**config.mk**
```make
export PLATFORM = sky130hd
export DESIGN_NAME = uart_mmio_ctrl
export DESIGN_NICKNAME = d
export VERILOG_FILES = /design/src/rtl/uart_mmio_ctrl.sv
export SDC_FILE = /design/constraint.sdc
export NUM_CORES = 1
export LEC_CHECK = 0
export BUFFER_PORTS_ARGS = -buffer_cell sky130_fd_sc_hd__clkbuf_2
export CAP_MARGIN = 10
export CORE_ASPECT_RATIO = 2
export CORE_MARGIN = 2
export CORE_UTILIZATION = 54
export CTS_CLUSTER_DIAMETER = 50
export DETAILED_ROUTE_END_ITERATION = 10
export GPL_TIMING_DRIVEN = 0
export PLACE_DENSITY = 0.74
export SLEW_MARGIN = 20
export SYNTH_ARGS = -nofsm -noshare
export SYNTH_HDL_FRONTEND = slang
export SYNTH_SLANG_ARGS = --single-unit
```
**constraint.sdc**
```tcl
create_clock -name clk -period 2.3 [get_ports clk]
set_clock_uncertainty 0.05 [all_clocks]
set_input_delay 0.115 -clock clk [delete_from_list [all_inputs] [get_ports clk]]
set_output_delay 0.115 -clock clk [all_outputs]
set_load 0.02 [all_outputs]
```
**src/rtl/uart_mmio_ctrl.sv**
```systemverilog
`default_nettype none
// ============================================================================
//  Module   : uart_mmio_ctrl (with helper uart_mmio_fifo)
//  Purpose  : Bus-mapped UART controller: TX/RX byte FIFOs sequencing one
//             async transmitter/receiver pair; 16550-style DATA and LSR.
//  Revision : 1.0  initial release
// ============================================================================

module uart_mmio_fifo #(
    parameter int DEPTH = 8
) (
    input  logic       clk,
    input  logic       rst,
    input  logic       i_push,
    input  logic       i_pop,
    input  logic [7:0] i_wdata,
    output logic [7:0] o_head,
    output logic       o_empty,
    output logic       o_full
);
    localparam int                 c_PTR_W    = $clog2(DEPTH);
    localparam logic [c_PTR_W-1:0] c_PTR_ONE  = c_PTR_W'(1);
    localparam logic [c_PTR_W:0]   c_CNT_ONE  = (c_PTR_W + 1)'(1);
    localparam logic [c_PTR_W:0]   c_CNT_FULL = (c_PTR_W + 1)'(DEPTH);

    logic [7:0]         r_mem [DEPTH];
    logic [c_PTR_W-1:0] r_wr_ptr;
    logic [c_PTR_W-1:0] r_rd_ptr;
    logic [c_PTR_W:0]   r_count;
    logic               w_do_push;
    logic               w_do_pop;

    assign o_empty   = (r_count == '0);
    assign o_full    = (r_count == c_CNT_FULL);
    assign w_do_pop  = i_pop && !o_empty;
    // A pop in the same cycle frees the slot, so a full FIFO still accepts.
    assign w_do_push = i_push && (!o_full || w_do_pop);
    assign o_head    = r_mem[r_rd_ptr];

    always_ff @(posedge clk or posedge rst) begin
        if (rst) begin
            r_wr_ptr <= '0;
            r_rd_ptr <= '0;
            r_count  <= '0;
        end else begin
            if (w_do_push) r_wr_ptr <= r_wr_ptr + c_PTR_ONE;
            if (w_do_pop)  r_rd_ptr <= r_rd_ptr + c_PTR_ONE;
            case ({w_do_push, w_do_pop})
                2'b10:   r_count <= r_count + c_CNT_ONE;
                2'b01:   r_count <= r_count - c_CNT_ONE;
                default: r_count <= r_count;
            endcase
        end
    end

    always_ff @(posedge clk) begin
        if (w_do_push) r_mem[r_wr_ptr] <= i_wdata;
    end
endmodule

module uart_mmio_ctrl #(
    parameter int TX_DEPTH = 8,
    parameter int RX_DEPTH = 8
) (
    input  logic       clk,
    input  logic       rst,
    input  logic       bus_en,
    input  logic       bus_we,
    input  logic [2:0] bus_addr,
    input  logic [7:0] bus_wdata,
    output logic [7:0] bus_rdata,
    output logic       bus_ack,
    output logic       tx_start,
    output logic [7:0] tx_data,
    input  logic       tx_busy,
    input  logic       rx_ready,
    input  logic [7:0] rx_data,
    output logic       rx_clear
);
    localparam logic [2:0] c_ADDR_DATA    = 3'd0;
    localparam logic [2:0] c_ADDR_LSR     = 3'd5;

    localparam logic [1:0] c_TX_IDLE      = 2'd0;
    localparam logic [1:0] c_TX_WAIT_BUSY = 2'd1;
    localparam logic [1:0] c_TX_WAIT_DONE = 2'd2;

    localparam logic [1:0] c_RX_IDLE      = 2'd0;
    localparam logic [1:0] c_RX_CLEAR     = 2'd1;
    localparam logic [1:0] c_RX_WAIT      = 2'd2;

    localparam logic [1:0] c_BUSY_TIMEOUT = 2'd3;

    logic [1:0] r_tx_state;
    logic [1:0] r_rx_state;
    logic [1:0] r_tx_wait_cnt;
    logic       r_tx_start;
    logic [7:0] r_tx_data;
    logic       r_ack;
    logic [7:0] r_rdata;
    logic       r_overrun;

    logic       w_wr_data;
    logic       w_rd_data;
    logic       w_rd_lsr;
    logic       w_tx_pop;
    logic       w_rx_pop;
    logic       w_rx_capture;
    logic       w_rx_drop;
    logic       w_tx_empty;
    logic       w_tx_full;
    logic       w_rx_empty;
    logic       w_rx_full;
    logic [7:0] w_tx_head;
    logic [7:0] w_rx_head;
    logic [7:0] w_lsr;
    logic [7:0] w_rdata_next;

    assign w_wr_data    = bus_en &&  bus_we && (bus_addr == c_ADDR_DATA);
    assign w_rd_data    = bus_en && !bus_we && (bus_addr == c_ADDR_DATA);
    assign w_rd_lsr     = bus_en && !bus_we && (bus_addr == c_ADDR_LSR);

    assign w_tx_pop     = (r_tx_state == c_TX_IDLE) && !w_tx_empty && !tx_busy;
    assign w_rx_pop     = w_rd_data && !w_rx_empty;
    assign w_rx_capture = (r_rx_state == c_RX_IDLE) && rx_ready;
    assign w_rx_drop    = w_rx_capture && w_rx_full && !w_rx_pop;

    assign w_lsr = {1'b0, w_tx_empty && (r_tx_state == c_TX_IDLE), !w_tx_full,
                    3'b000, r_overrun, !w_rx_empty};

    uart_mmio_fifo #(.DEPTH(TX_DEPTH)) u_tx_fifo (
        .clk     (clk),
        .rst     (rst),
        .i_push  (w_wr_data),
        .i_pop   (w_tx_pop),
        .i_wdata (bus_wdata),
        .o_head  (w_tx_head),
        .o_empty (w_tx_empty),
        .o_full  (w_tx_full)
    );

    uart_mmio_fifo #(.DEPTH(RX_DEPTH)) u_rx_fifo (
        .clk     (clk),
        .rst     (rst),
        .i_push  (w_rx_capture),
        .i_pop   (w_rx_pop),
        .i_wdata (rx_data),
        .o_head  (w_rx_head),
        .o_empty (w_rx_empty),
        .o_full  (w_rx_full)
    );

    always_comb begin
        w_rdata_next = 8'h00;
        if (w_rd_data && !w_rx_empty) w_rdata_next = w_rx_head;
        else if (w_rd_lsr)            w_rdata_next = w_lsr;
    end

    always_ff @(posedge clk or posedge rst) begin
        if (rst) begin
            r_ack     <= 1'b0;
            r_rdata   <= 8'h00;
            r_overrun <= 1'b0;
        end else begin
            r_ack   <= bus_en;
            r_rdata <= bus_en ? w_rdata_next : 8'h00;
            // A drop in the same cycle as the LSR read keeps the flag set.
            if (w_rx_drop)     r_overrun <= 1'b1;
            else if (w_rd_lsr) r_overrun <= 1'b0;
        end
    end

    always_ff @(posedge clk or posedge rst) begin
        if (rst) begin
            r_tx_state    <= c_TX_IDLE;
            r_tx_wait_cnt <= 2'd0;
            r_tx_start    <= 1'b0;
            r_tx_data     <= 8'h00;
        end else begin
            r_tx_start <= 1'b0;
            case (r_tx_state)
                c_TX_IDLE: begin
                    if (w_tx_pop) begin
                        r_tx_start    <= 1'b1;
                        r_tx_data     <= w_tx_head;
                        r_tx_wait_cnt <= 2'd0;
                        r_tx_state    <= c_TX_WAIT_BUSY;
                    end
                end
                c_TX_WAIT_BUSY: begin
                    // Give up after four quiet cycles so a silent transmitter cannot stall us.
                    if (tx_busy)                             r_tx_state <= c_TX_WAIT_DONE;
                    else if (r_tx_wait_cnt == c_BUSY_TIMEOUT) r_tx_state <= c_TX_IDLE;
                    else                                     r_tx_wait_cnt <= r_tx_wait_cnt + 2'd1;
                end
                c_TX_WAIT_DONE: begin
                    if (!tx_busy) r_tx_state <= c_TX_IDLE;
                end
                default: r_tx_state <= c_TX_IDLE;
            endcase
        end
    end

    always_ff @(posedge clk or posedge rst) begin
        if (rst) begin
            r_rx_state <= c_RX_IDLE;
        end else begin
            case (r_rx_state)
                c_RX_IDLE:  if (rx_ready)  r_rx_state <= c_RX_CLEAR;
                c_RX_CLEAR:                r_rx_state <= c_RX_WAIT;
                c_RX_WAIT:  if (!rx_ready) r_rx_state <= c_RX_IDLE;
                default:                   r_rx_state <= c_RX_IDLE;
            endcase
        end
    end

    assign bus_ack   = r_ack;
    assign bus_rdata = r_rdata;
    assign tx_start  = r_tx_start;
    assign tx_data   = r_tx_data;
    assign rx_clear  = (r_rx_state == c_RX_CLEAR);
endmodule

`default_nettype wire

```
# After elaboration in Yosys (flattened, before gate mapping)

Memory sizes are Yosys's and may differ from the RTL's. A register that Yosys moved wholly into a read port is not among the register bits.
Index checks and enable logic that the tools add are counted.

Equality and inequality tests: 19
Reduce and logical (&&, ||, !) cells: 38
Multiplexer cells: 25
Add/subtract/negate cells: 9

Operator list:

| operator              | count |
|---|---|
| $mux W2               | 9 |
| $logic_and A1 B1 Y1   | 16 |
| $mux W8               | 2 |
| $pmux W4 S2           | 2 |
| $add A3 B1 Y3 const B | 4 |
| $pmux W2 S3           | 2 |
| $eq A2 B2 Y1 const B  | 5 |
| $ne A2 B2 Y1 const B  | 5 |
| $add A4 B1 Y4 const B | 2 |
| $eq A2 B1 Y1 const B  | 4 |
| $eq A4 B4 Y1 const B  | 2 |
| $logic_not A4 Y1      | 2 |
| $mux W1               | 8 |
| $reduce_bool A2 Y1    | 4 |
| $sub A4 B1 Y4 const B | 2 |
| $logic_not A1 Y1      | 7 |
| $mux W7               | 1 |
| $logic_not A2 Y1      | 2 |
| $pmux W2 S2           | 1 |
| $reduce_and A2 Y1     | 2 |
| $reduce_and A4 Y1     | 1 |
| $eq A3 B3 Y1 const B  | 1 |
| $logic_not A3 Y1      | 1 |
| $ne A3 B3 Y1 const B  | 1 |
| 4 further kinds       | 5 |

Output and inout port bits: 19
Input bits: 25
Memories kept: 2
Register bits after elaboration: 37
RAM bits: 128
Logic and storage cells: 106

Memories:

| memory          | depth | width | read ports | clocked after memory_dff | wr ports | RTL line | source |
|---|---|---|---|---|---|---|---|
| u_rx_fifo.r_mem | 8     | 8     | 1          | 0                        | 1        | 26       | `logic [7:0] r_mem [DEPTH];` |
| u_tx_fifo.r_mem | 8     | 8     | 1          | 1                        | 1        | 26       |  |

# Depth between registers and ports, before layout

Gate-level depths: netlist of the first run.

Word-level depth: 9
Depth in mapped cells: 10
Depth with buffers taken out: 10

# Modules after synthesis

A second synthesis of the first run with hierarchy kept.

Cell total of the unflattened synthesis: 404
Area total of the unflattened synthesis: 7302.0 um^2

Modules (own cells, without submodules):

| module         | cells an instance | instances | area an instance (um^2) | seq. area each (um^2) |
|---|---|---|---|---|
| uart_mmio_fifo | 165               | 2         | 3135.5                  | 2172.1 |
| uart_mmio_ctrl | 74                | 1         | 1031.0                  | 625.6 |

# Worst setup path after synthesis of the first run

OpenSTA, ideal clock, no wires.

Kind: reg-to-reg
Start point: reg u_rx_fifo.r_count[0]
End point: reg u_rx_fifo.r_count[3]
Cell stages (with the launch flop): 8
Required time: 2.163 ns
Setup time: 0.087 ns
Path slack: -0.226 ns
Arrival time: 2.389 ns
Path buffers: 0
Path through: dfrtp_1 > or4_4 > and4_4 > ha_1 > a21o_2 > a2111o_1 > o22a_1 > o211ai_1

Longest elaborated chain between the ends: 8
Elaborated cells between the ends (all ways): 14

Ends and longest elaborated chain:

| item                                              | RTL line | source |
|---|---|---|
| start, declared                                   | 29       | `logic [c_PTR_W:0] r_count;` |
| start signal, assigned                            | 49       | `2'b10: r_count <= r_count + c_CNT_ONE;` |
| start signal, assigned                            | 50       | `2'b01: r_count <= r_count - c_CNT_ONE;` |
| start signal, assigned                            | 51       | `default: r_count <= r_count;` |
| $logic_not A4 Y1                                  | 33       | `assign o_empty = (r_count == '0);` |
| $logic_not A1 Y1                                  | 35, 123  |  |
| $logic_and A1 B1 Y1                               | 123      | `assign w_rx_pop = w_rd_data && !w_rx_empty;` |
| $logic_and A1 B1 Y1                               | 35       | `assign w_do_pop = i_pop && !o_empty;` |
| $logic_or A1 B1 Y1                                | 37       | `assign w_do_push = i_push && (!o_full \|\| w_do_pop);` |
| $logic_and A1 B1 Y1                               | 37       |  |
| $eq A2 B1 Y1 or $eq A2 B2 Y1 (tied branches)      | 48       | `case ({w_do_push, w_do_pop})` |
| $pmux W4 S2 or $reduce_bool A2 Y1 (tied branches) | n/a      |  |

Parallel ways exist; a longest one is shown, timed or not.
A chain may end at the register's enable or synchronous reset.

# Final worst setup path of the first run

Start point: reg u_tx_fifo.r_count[2]
End point: reg u_tx_fifo.r_count[2]

Longest elaborated chain between the ends: 9
Elaborated cells between the ends (all ways): 15

Ends and longest elaborated chain:

| item                                              | RTL line | source |
|---|---|---|
| start, declared                                   | 29       |  |
| start signal, assigned                            | 49       |  |
| start signal, assigned                            | 50       |  |
| start signal, assigned                            | 51       |  |
| $logic_not A4 Y1                                  | 33       |  |
| $logic_not A1 Y1                                  | 35, 122  |  |
| $logic_and A1 B1 Y1 (2 in series)                 | 122      | `assign w_tx_pop = (r_tx_state == c_TX_IDLE) && !w_tx_empty && !tx_busy;` |
| $logic_and A1 B1 Y1                               | 35       |  |
| $logic_or A1 B1 Y1                                | 37       |  |
| $logic_and A1 B1 Y1                               | 37       |  |
| $eq A2 B1 Y1 or $eq A2 B2 Y1 (tied branches)      | 48       |  |
| $pmux W4 S2 or $reduce_bool A2 Y1 (tied branches) | n/a      |  |

Parallel ways exist; a longest one is shown, timed or not.

==> summary.txt, run 1 <==
Run status
  – Run status: finished, violations left
  – Failing checks: setup timing

STA
  – Setup TNS Final: -0.344 ns
  – Period minus WS final: ~2.5 ns
  – Number of pins exceeding their max-slew limit in the final report: 0
  – Relative slew slack: a little over two fifths
  – Actual slew at the worst max-slew pin: roughly 0.85 ns
  – Period Utilization, post-route: 107%
  – Unrepaired setup endpoints after global routing: true
  – Final hold vios: 0
  – Final critical-path setup slack: -0.165 ns
  – Final-report setup violation count: 4
  – Maximum operating frequency: just over 0.4 GHz

Place
  – Placed cell count: 587
  – Estimated wirelength of the detail-placed design: approximately 9000 µm
  – Number of buffer cells added on primary ports: 43
  – Post-placement cell area: around 7400 µm²
  – Routability-driven placement congestion ratio: 0.795
  – Setup slack after placement: -0.478 ns

Logic synthesis
  – XOR/XNOR share of the synthesized area: 2.02%
  – Fraction of the mapped netlist area in adder cells: between 2 and 2.5%
  – Number of synthesized register bits: 173
  – Synthesized-area fraction occupied by ao, oa, aoi and oai cells: under 10%
  – Largest cells by area after synthesis: sky130_fd_sc_hd__edfxtp_1 55%, sky130_fd_sc_hd__dfrtp_1 16%, sky130_fd_sc_hd__mux4_2 10%
  – Instance count of the mapped netlist: between 300 and 400
  – Commonest cells in the synthesized netlist: 128 x sky130_fd_sc_hd__edfxtp_1, 45 x sky130_fd_sc_hd__dfrtp_1, 32 x sky130_fd_sc_hd__mux4_2
  – Cell accounting for the most synthesized area: sky130_fd_sc_hd__edfxtp_1
  – Per-instance average area after synthesis: between 15 and 20 µm²
  – Share of the yosys chip area belonging to registers: 71.6%
  – Top cell type's share of synthesized area: between 50% and 60%
  – Most repeated cell in the gate-level netlist after synthesis: sky130_fd_sc_hd__edfxtp_1
  – Share of async-settable or async-resettable flops after synthesis: a little over a quarter
  – Post-synthesis share of cell area spent on and, or, nand and nor gates: approximately 6.3%
  – Net count of the mapped netlist: 425
  – Main combinational cell family by area after synthesis: multiplexers
  – Area of the mapped netlist: slightly below 7000 µm²
  – Proportion of synthesized area in mux cells: 13.6%
  – Number of synthesized flops with an enable pin: between 100 and 150
  – Yosys cell types: just under 50
  – Synthesis Warnings: 0
  – Synth Flop Type: sky130_fd_sc_hd__edfxtp_1

Floorplan
  – Floorplan die area: between 10000 and 15000 µm²
  – Top-level I/O count: 44
  – Die height: between 150 and 200 µm
  – Standard-cell rows: 58
  – Initial Util: approximately 55%
  – Area of the placeable core: ~13000 µm²
  – Die W: 84.2 µm

Setup path
  – Path type of the worst setup path: flop to flop
  – Capture instance of the worst register-to-register path: u_tx_fifo.r_count[2]
  – Worst reg2reg setup slack: -0.16 ns
  – Category of the worst setup path capture point: flop
  – Data required time at the worst endpoint: between 2 and 3 ns
  – Logic depth of the worst register-to-register path: 10
  – Critical Path AT: ~2.8 ns
  – Startpoint type of the worst setup path: flop
  – Startpoint of the lowest-slack register-to-register path: u_tx_fifo.r_count[2]
  – Worst-path maximum fanout: 4

Clock network
  – Worst-path clk slew: 0.07 ns
  – Maximum level of the CTS H-tree: 4
  – Skew-Pair Late Insertion Delay: 0.42 ns
  – CTS tree: yes
  – Total CTS buffers: 17
  – Root buf cell: sky130_fd_sc_hd__clkbuf_16
  – Worst-case clock buffer depth: 2
  – Sink Count: between 150 and 200

Power and ir drop
  – Highest ir drop seen on vdd: around 0.76 mV
  – Lkg Pwr: approximately 3.1 nW
  – Total power per unit cell area: about 1200 nW/µm²

Drt
  – Via count: about 3700
  – Vias per Instance: between 5 and 6
  – Count of unresolved DRC violations after routing: 0
  – Average wire length per cell after detail routing: around 20 µm
  – Total wire length after detailed routing: between 10000 and 15000 µm
  – DRC violation total after the first TritonRoute iteration: roughly 300
  – Detail Route Antenna Nets: 0
  – Number of detailed-routing iterations run before antenna repair: 4

Global routing
  – Maximum number of pins on one net before global-route repair: 29
  – Global-route wire length before repair: 20900 µm
  – Number of antenna violations at the first check in global routing: 0
  – Vias in the first global route: ~3900
  – Tot GR Track Use: between 20% and 30%
  – Total global routing overflow: 0

Hold path
  – WHS Endpoint: bus_rdata[0]
  – Min-delay worst type: input pin to flop
  – Hold path cells: 4
  – Worst Hold Launch: bus_addr[2]

Layout
  – Final Instance Count excl. Fillers: approximately 660
  – Area of all placed cells without fillers: 8530 µm²
  – Relative area change from synthesis to final layout: 23.0%
  – Net count of the finished layout: between 500 and 600
  – # diodes: 0
  – Post-Route Utilization: 68.0%
  – Layout cell share with drive strength beyond 1: 37.2%

Flow run
  – MaxCap Viol Count: 0
==> per-stage QoR <==
step	hold WS, ns	total power [mW]
2_1_floorplan	0.0964	6.05
3_3_place_gp	0.281	6.60
3_5_place_dp	0.0703	6.74
4_1_cts	0.100	9.82
5_1_grt	0.129	10.4
6_report	0.103	9.87
==> sequential cells by signal (all words and copies together), names as in the netlist, 2 cells and up <==
| register | flops |
|---|---|
| u_tx_fifo.r_count | 4 |
| r_tx_wait_cnt | 2 |
| u_tx_fifo.r_rd_ptr | 3 |
| r_rx_state | 2 |
| bus_rdata | 8 |
| u_tx_fifo.r_wr_ptr | 3 |
| u_rx_fifo.r_wr_ptr | 3 |
| u_rx_fifo.r_rd_ptr | 3 |
| u_rx_fifo.r_count | 4 |
| tx_data | 8 |
| u_rx_fifo.r_mem | 64 |
| r_tx_state | 2 |
| u_tx_fifo.r_mem | 64 |
==> cells by family after synthesis <==
group / count (synthesis)
fa+ha+maj: 11
simple gates: 82
mux: 53
compound gates: 31
flops: 173
buf+inv: 23
xor+xnor: 16
==> what timing repair did <==
action / 4_1_cts / 5_1_grt
endpoints found under the setup margin: 96 / 70
hold buffers: 20 / 0
pin swaps: 5 / 7
hold endpoints to repair: 178 / 0
cloned: 0 / 0
gates resized for setup: 25 / 21
setup buffers: 10 / 7
==> final cells by class <==
class                           count  area (µm²)
Sequential cell                   173        4980
Fill cell                         833        4020
Multi-Input combinational cell    193        2070
Timing Repair Buffer               85         597
Clock buffer                       17         425
Tap cell                          150         188
Clock inverter                     15         176
Buffer                             12        56.3
Inverter                           11        41.3
==> worst max-delay path, cell delays in order (launching register included) <==
cell,delay [ns]
sky130_fd_sc_hd__dfrtp_2,0.44
sky130_fd_sc_hd__or4b_4,0.55
sky130_fd_sc_hd__o2111a_2,0.29
sky130_fd_sc_hd__inv_2,0.08
sky130_fd_sc_hd__ha_4,0.15
sky130_fd_sc_hd__xor2_2,0.16
sky130_fd_sc_hd__ha_2,0.21
sky130_fd_sc_hd__a21oi_2,0.05
sky130_fd_sc_hd__xor2_1,0.14
sky130_fd_sc_hd__nor2_1,0.12
sky130_fd_sc_hd__xor2_1,0.15
==> metal layers <==
layer | track usage [%] | wire length (µm)
met5 | 0 | 0
met3 | 3.57 | 334
met4 | 8.06 | 216
met2 | 40.8 | 8110
met1 | 20.9 | 4660
==> layout by cell type, fill, tap and decap left out, drive strengths merged, types with 3 or more instances in the layout <==
cell type / Yosys / routed
o21ai: 14 / 14
dfrtp: 45 / 45
nand2: 22 / 22
xnor2: 9 / 9
mux4: 32 / 32
nor2b: 4 / 4
or3: 3 / 3
edfxtp: 128 / 128
clkbuf: 2 / 62
nand2b: 7 / 7
buf: 10 / 32
mux2: 5 / 5
nor2: 17 / 17
nand3: 6 / 6
a21oi: 5 / 5
dlygate4sd3: 0 / 20
nand3b: 3 / 3
clkinvlp: 0 / 4
mux2i: 16 / 16
nor3: 7 / 7
ha: 10 / 10
xor2: 7 / 7
inv: 11 / 18
==> power by group <==
group | total [mW] | internal, mW | switching (mW)
Combinational | 2.84 | 1.38 | 1.47
Clock | 2.88 | 1.64 | 1.24
Sequential | 4.15 | 3.81 | 0.336
Total | 9.87 | 6.83 | 3.05
==> how the worst max path moves through the flow <==
stage                            end  slack (ns)                 start
2_1_floorplan   u_rx_fifo.r_count[3]       -0.04  u_rx_fifo.r_count[1]
3_3_place_gp   u_tx_fifo.r_mem[0][5]       -0.85           bus_addr[0]
3_5_place_dp   u_tx_fifo.r_mem[3][6]       -0.48           bus_addr[0]
4_1_cts        u_tx_fifo.r_mem[2][1]       -0.20         r_tx_state[0]
5_1_grt         u_tx_fifo.r_count[2]       -0.24  u_tx_fifo.r_count[2]
6_report        u_tx_fifo.r_count[2]       -0.16  u_tx_fifo.r_count[2]
Note: power is estimated with default switching activity, not from simulation.
==> run 2: changes to the inputs <==
--- a/config.mk
+++ b/config.mk
@@ -5,6 +5,7 @@
 export SDC_FILE = /design/constraint.sdc
 export NUM_CORES = 1
 export LEC_CHECK = 0
+export ABC_AREA = 1
 export BUFFER_PORTS_ARGS = -buffer_cell sky130_fd_sc_hd__clkbuf_2
 export CAP_MARGIN = 10
 export CORE_ASPECT_RATIO = 2
==> run 2 against run 1 <==
Compared with the run above: the run now ends clean; first-iteration DRC count rose by 29%; worst hold slack got worse by 0.0050 ns; synthesized cell count rose by 59%; non-clock buffer count rose by 2; critical path depth rose by 1; power rose by 4.0%; die area rose by 3.3%; flip-flop and latch count did not move; global-route usage rose by 2.4 points; maximum frequency rose by 9.8%; critical endpoint unchanged; highest routed layer unchanged.
==> summary.txt, run 2 <==
Drt
  – Via count: 4903
  – Total wire length after detailed routing: 15800 µm
  – Vias per Instance: 5.58
  – DRC violation total after the first TritonRoute iteration: approximately 380
  – Detail Route Antenna Nets: 0
  – Number of detailed-routing iterations run before antenna repair: 5
  – Count of unresolved DRC violations after routing: 0
  – Average wire length per cell after detail routing: roughly 18 µm

Layout
  – Register cell area after layout: 4970 µm²
  – Largest registers in the final layout: u_rx_fifo.r_mem x64, u_tx_fifo.r_mem x64
  – Net count of the finished layout: 750
  – Relative area change from synthesis to final layout: 19.5%
  – Commonest non-fill, non-tap cells in the layout: 128 x sky130_fd_sc_hd__edfxtp_1, 106 x sky130_fd_sc_hd__nand2_1, 83 x sky130_fd_sc_hd__nor2_1
  – # diodes: 0
  – Area of all placed cells without fillers: roughly 8600 µm²
  – Number of fill cells: approximately 930
  – Area occupied by multi-input gates: 2020 µm²
  – Layout cell share with drive strength beyond 1: between 20% and 30%
  – Most common cell after layout, fill and taps aside: sky130_fd_sc_hd__edfxtp_1

Clock network
  – Worst-case clock buffer depth: 2
  – Maximum level of the CTS H-tree: 4
  – CTS tree: yes
  – Skew-Pair Late Insertion Delay: between 0.4 and 0.5 ns
  – Root buf cell: sky130_fd_sc_hd__clkbuf_16
  – Worst-path clk slew: about 0.07 ns
  – Sink Count: 173
  – Total CTS buffers: 17

Global routing
  – Vias in the first global route: ~5000
  – Global-route wire length before repair: around 25000 µm
  – Maximum number of pins on one net before global-route repair: 35
  – Total global routing overflow: 0
  – Number of antenna violations at the first check in global routing: 0
  – Tot GR Track Use: a little under a quarter

Place
  – Estimated wirelength of the detail-placed design: between 10000 and 15000 µm
  – Routability-driven placement congestion ratio: between 0.8 and 0.9
  – Post-placement cell area: 7640 µm²
  – Number of buffer cells added on primary ports: 43

STA
  – Period Utilization, post-route: 97.6%
  – Final hold vios: 0
  – Number of pins exceeding their max-slew limit in the final report: 0
  – Period minus WS final: between 2 and 2.5 ns
  – Actual slew at the worst max-slew pin: about 0.85 ns
  – Maximum operating frequency: roughly 0.45 GHz
  – Final hold slack: 0.0984 ns
  – Setup TNS Final: 0 ns
  – Final-report setup violation count: 0
  – Relative slew slack: 42.9%
  – Unrepaired setup endpoints after global routing: true

Run status
  – Run status: complete, no violations

Floorplan
  – Die height: between 150 and 200 µm
  – Top-level I/O count: 44
  – Initial Util: a little under three fifths
  – Die W: ~86 µm
  – Floorplan die area: roughly 14000 µm²
  – Area of the placeable core: between 10000 and 15000 µm²
  – Standard-cell rows: approximately 60

Logic synthesis
  – Synthesized-area fraction occupied by ao, oa, aoi and oai cells: a little under 8%
  – Yosys cell types: 38
  – Number of synthesized flops with an enable pin: approximately 130
  – Synth Flop Type: sky130_fd_sc_hd__edfxtp_1
  – XOR/XNOR share of the synthesized area: ~1.3%
  – Fraction of the mapped netlist area in adder cells: 2.02%
  – Area of the mapped netlist: ~7200 µm²
  – Synthesis Warnings: 0
  – Largest cells by area after synthesis: sky130_fd_sc_hd__edfxtp_1 54%, sky130_fd_sc_hd__dfrtp_1 16%, sky130_fd_sc_hd__nand2_1 5.5%
  – Proportion of synthesized area in mux cells: 0%
  – Cell accounting for the most synthesized area: sky130_fd_sc_hd__edfxtp_1
  – Net count of the mapped netlist: between 600 and 700
  – Post-synthesis share of cell area spent on and, or, nand and nor gates: 15.8%
  – Share of the yosys chip area belonging to registers: ~70%
  – Number of synthesized register bits: 173
  – Instance count of the mapped netlist: 620
  – Commonest cells in the synthesized netlist: 128 x sky130_fd_sc_hd__edfxtp_1, 106 x sky130_fd_sc_hd__nand2_1, 92 x sky130_fd_sc_hd__nor2_1
  – Most repeated cell in the gate-level netlist after synthesis: sky130_fd_sc_hd__edfxtp_1
  – Main combinational cell family by area after synthesis: simple AND/OR/NAND/NOR gates
  – Per-instance average area after synthesis: about 12 µm²
  – Top cell type's share of synthesized area: 53.6%
  – Share of async-settable or async-resettable flops after synthesis: roughly a quarter

Power and ir drop
  – Overall power after layout: just over 10 mW
  – Lkg Pwr: about 3.4 nW
  – Highest ir drop seen on vdd: 0.920 mV
  – Total power per unit cell area: 1200 nW/µm²

Setup path
  – Path type of the worst setup path: flop to flop
  – Category of the worst setup path capture point: flop
  – Data required time at the worst endpoint: approximately 2.6 ns
  – Worst-path maximum fanout: 11
  – Critical Path AT: between 2 and 3 ns
  – Startpoint type of the worst setup path: flop

Hold path
  – Min-delay worst type: input pin to flop

Flow run
  – MaxCap Viol Count: 0
[run 2: cell count changes after synthesis, moves of 8 or more]
| cell | before | now |
|---|---|---|
| sky130_fd_sc_hd__nand2_1 | 22 | 106 |
| sky130_fd_sc_hd__buf_2 | 6 | 16 |
| sky130_fd_sc_hd__o21ai_1 | 0 | 10 |
| sky130_fd_sc_hd__o211ai_1 | 2 | 17 |
| sky130_fd_sc_hd__inv_1 | 11 | 34 |
| sky130_fd_sc_hd__a21oi_1 | 4 | 12 |
| sky130_fd_sc_hd__mux4_2 | 32 | 0 |
| sky130_fd_sc_hd__nand3_1 | 5 | 40 |
| sky130_fd_sc_hd__o21ai_0 | 14 | 52 |
| sky130_fd_sc_hd__mux2i_1 | 16 | 0 |
| sky130_fd_sc_hd__nor2_1 | 17 | 92 |
[run 2: critical path, cell delays in order (launching register included)]
cell and delay [ns]:
sky130_fd_sc_hd__dfrtp_2 0.45, sky130_fd_sc_hd__nor2_1 0.14, sky130_fd_sc_hd__nand3_2 0.12, sky130_fd_sc_hd__nand3_4 0.12, sky130_fd_sc_hd__inv_1 0.07, sky130_fd_sc_hd__buf_4 0.18
sky130_fd_sc_hd__ha_2 0.23, sky130_fd_sc_hd__xor2_1 0.17, sky130_fd_sc_hd__ha_1 0.19, sky130_fd_sc_hd__a21oi_1 0.16, sky130_fd_sc_hd__xnor2_1 0.14, sky130_fd_sc_hd__o21ai_0 0.10
[run 2: layout make-up]
class | instances | share of cell area [%]
buffer | 24 | 1.45
sequential | 173 | 58.0
multi-input combinational | 383 | 23.5
inverter | 40 | 1.75
tap | 152 | 2.22
clock buffer | 17 | 4.96
clock inverter | 15 | 2.03
timing repair buffer | 75 | 6.04
[run 2: layer usage]
metal  track usage [%]  wire (µm)  part of all wire, %  vias up
met4              12.0        597                  3.8        0
met3              4.56        608                  3.8       43
met1              22.3       5330                   34     2348
met5                 0          0                    0        -
li1                  -          -                    -     2344
met2              44.2       9270                   59      168
[run 2: repair_timing]
| item | CTS | global route |
|---|---|---|
| resized for setup | 10 | 9 |
| endpoints found under the setup margin | 31 | 78 |
| cloned | 0 | 0 |
| pin swaps | 0 | 1 |
| hold endpoints to repair | 178 | 0 |
| hold buffers | 20 | 0 |
| setup buffers | 0 | 9 |
[run 2: final timing paths]
check | start | endpoint | slack [ns] | cells after the start
min in group asynchronous | rst | u_rx_fifo.r_count[0] | 0.12 | 3
setup reg to reg | u_tx_fifo.r_count[0] | u_tx_fifo.r_count[2] | 0.05 | 11
max in group asynchronous | rst | u_tx_fifo.r_count[1] | 1.58 | 4
setup / recovery | u_tx_fifo.r_count[0] | u_tx_fifo.r_count[2] | 0.05 | 11
hold reg to reg | u_tx_fifo.r_count[3] | u_tx_fifo.r_count[3] | 0.43 | 2
hold / removal | bus_addr[2] | bus_rdata[3] | 0.1 | 4
[run 2: cell families (layout without fill, tap and decap cells)]
logic type	count (synthesis)	in the layout
adders and majority gates	11	11
xor gates and xnor gates	11	11
buffers and inverters	64	171
and+or+nand+nor	263	263
AOI/OAI and AO/OA	98	98
DFF	173	173
[run 2: stage by stage]
| stage | util (%) | cells | setup slack (ns) |
|---|---|---|---|
| floorplan | - | 620 | 0.289 |
| global placement | 58.3 | 815 | -0.482 |
| detailed placement | 58.8 | 818 | -0.233 |
| CTS | 65.2 | 870 | 0.0106 |
| global route | 66.0 | 879 | -0.0767 |
| finish | 66.0 | 879 | 0.0546 |
[run 2: report_power, final]
part / internal (mW) / switching, mW / total (mW) / leakage, nW
clock network: 1.55 / 1.31 / 2.86 / 0.293
registers: 3.80 / 0.290 / 4.09 / 1.72
logic: 1.13 / 2.19 / 3.32 / 1.41
total: 6.48 / 3.79 / 10.3 / 3.42
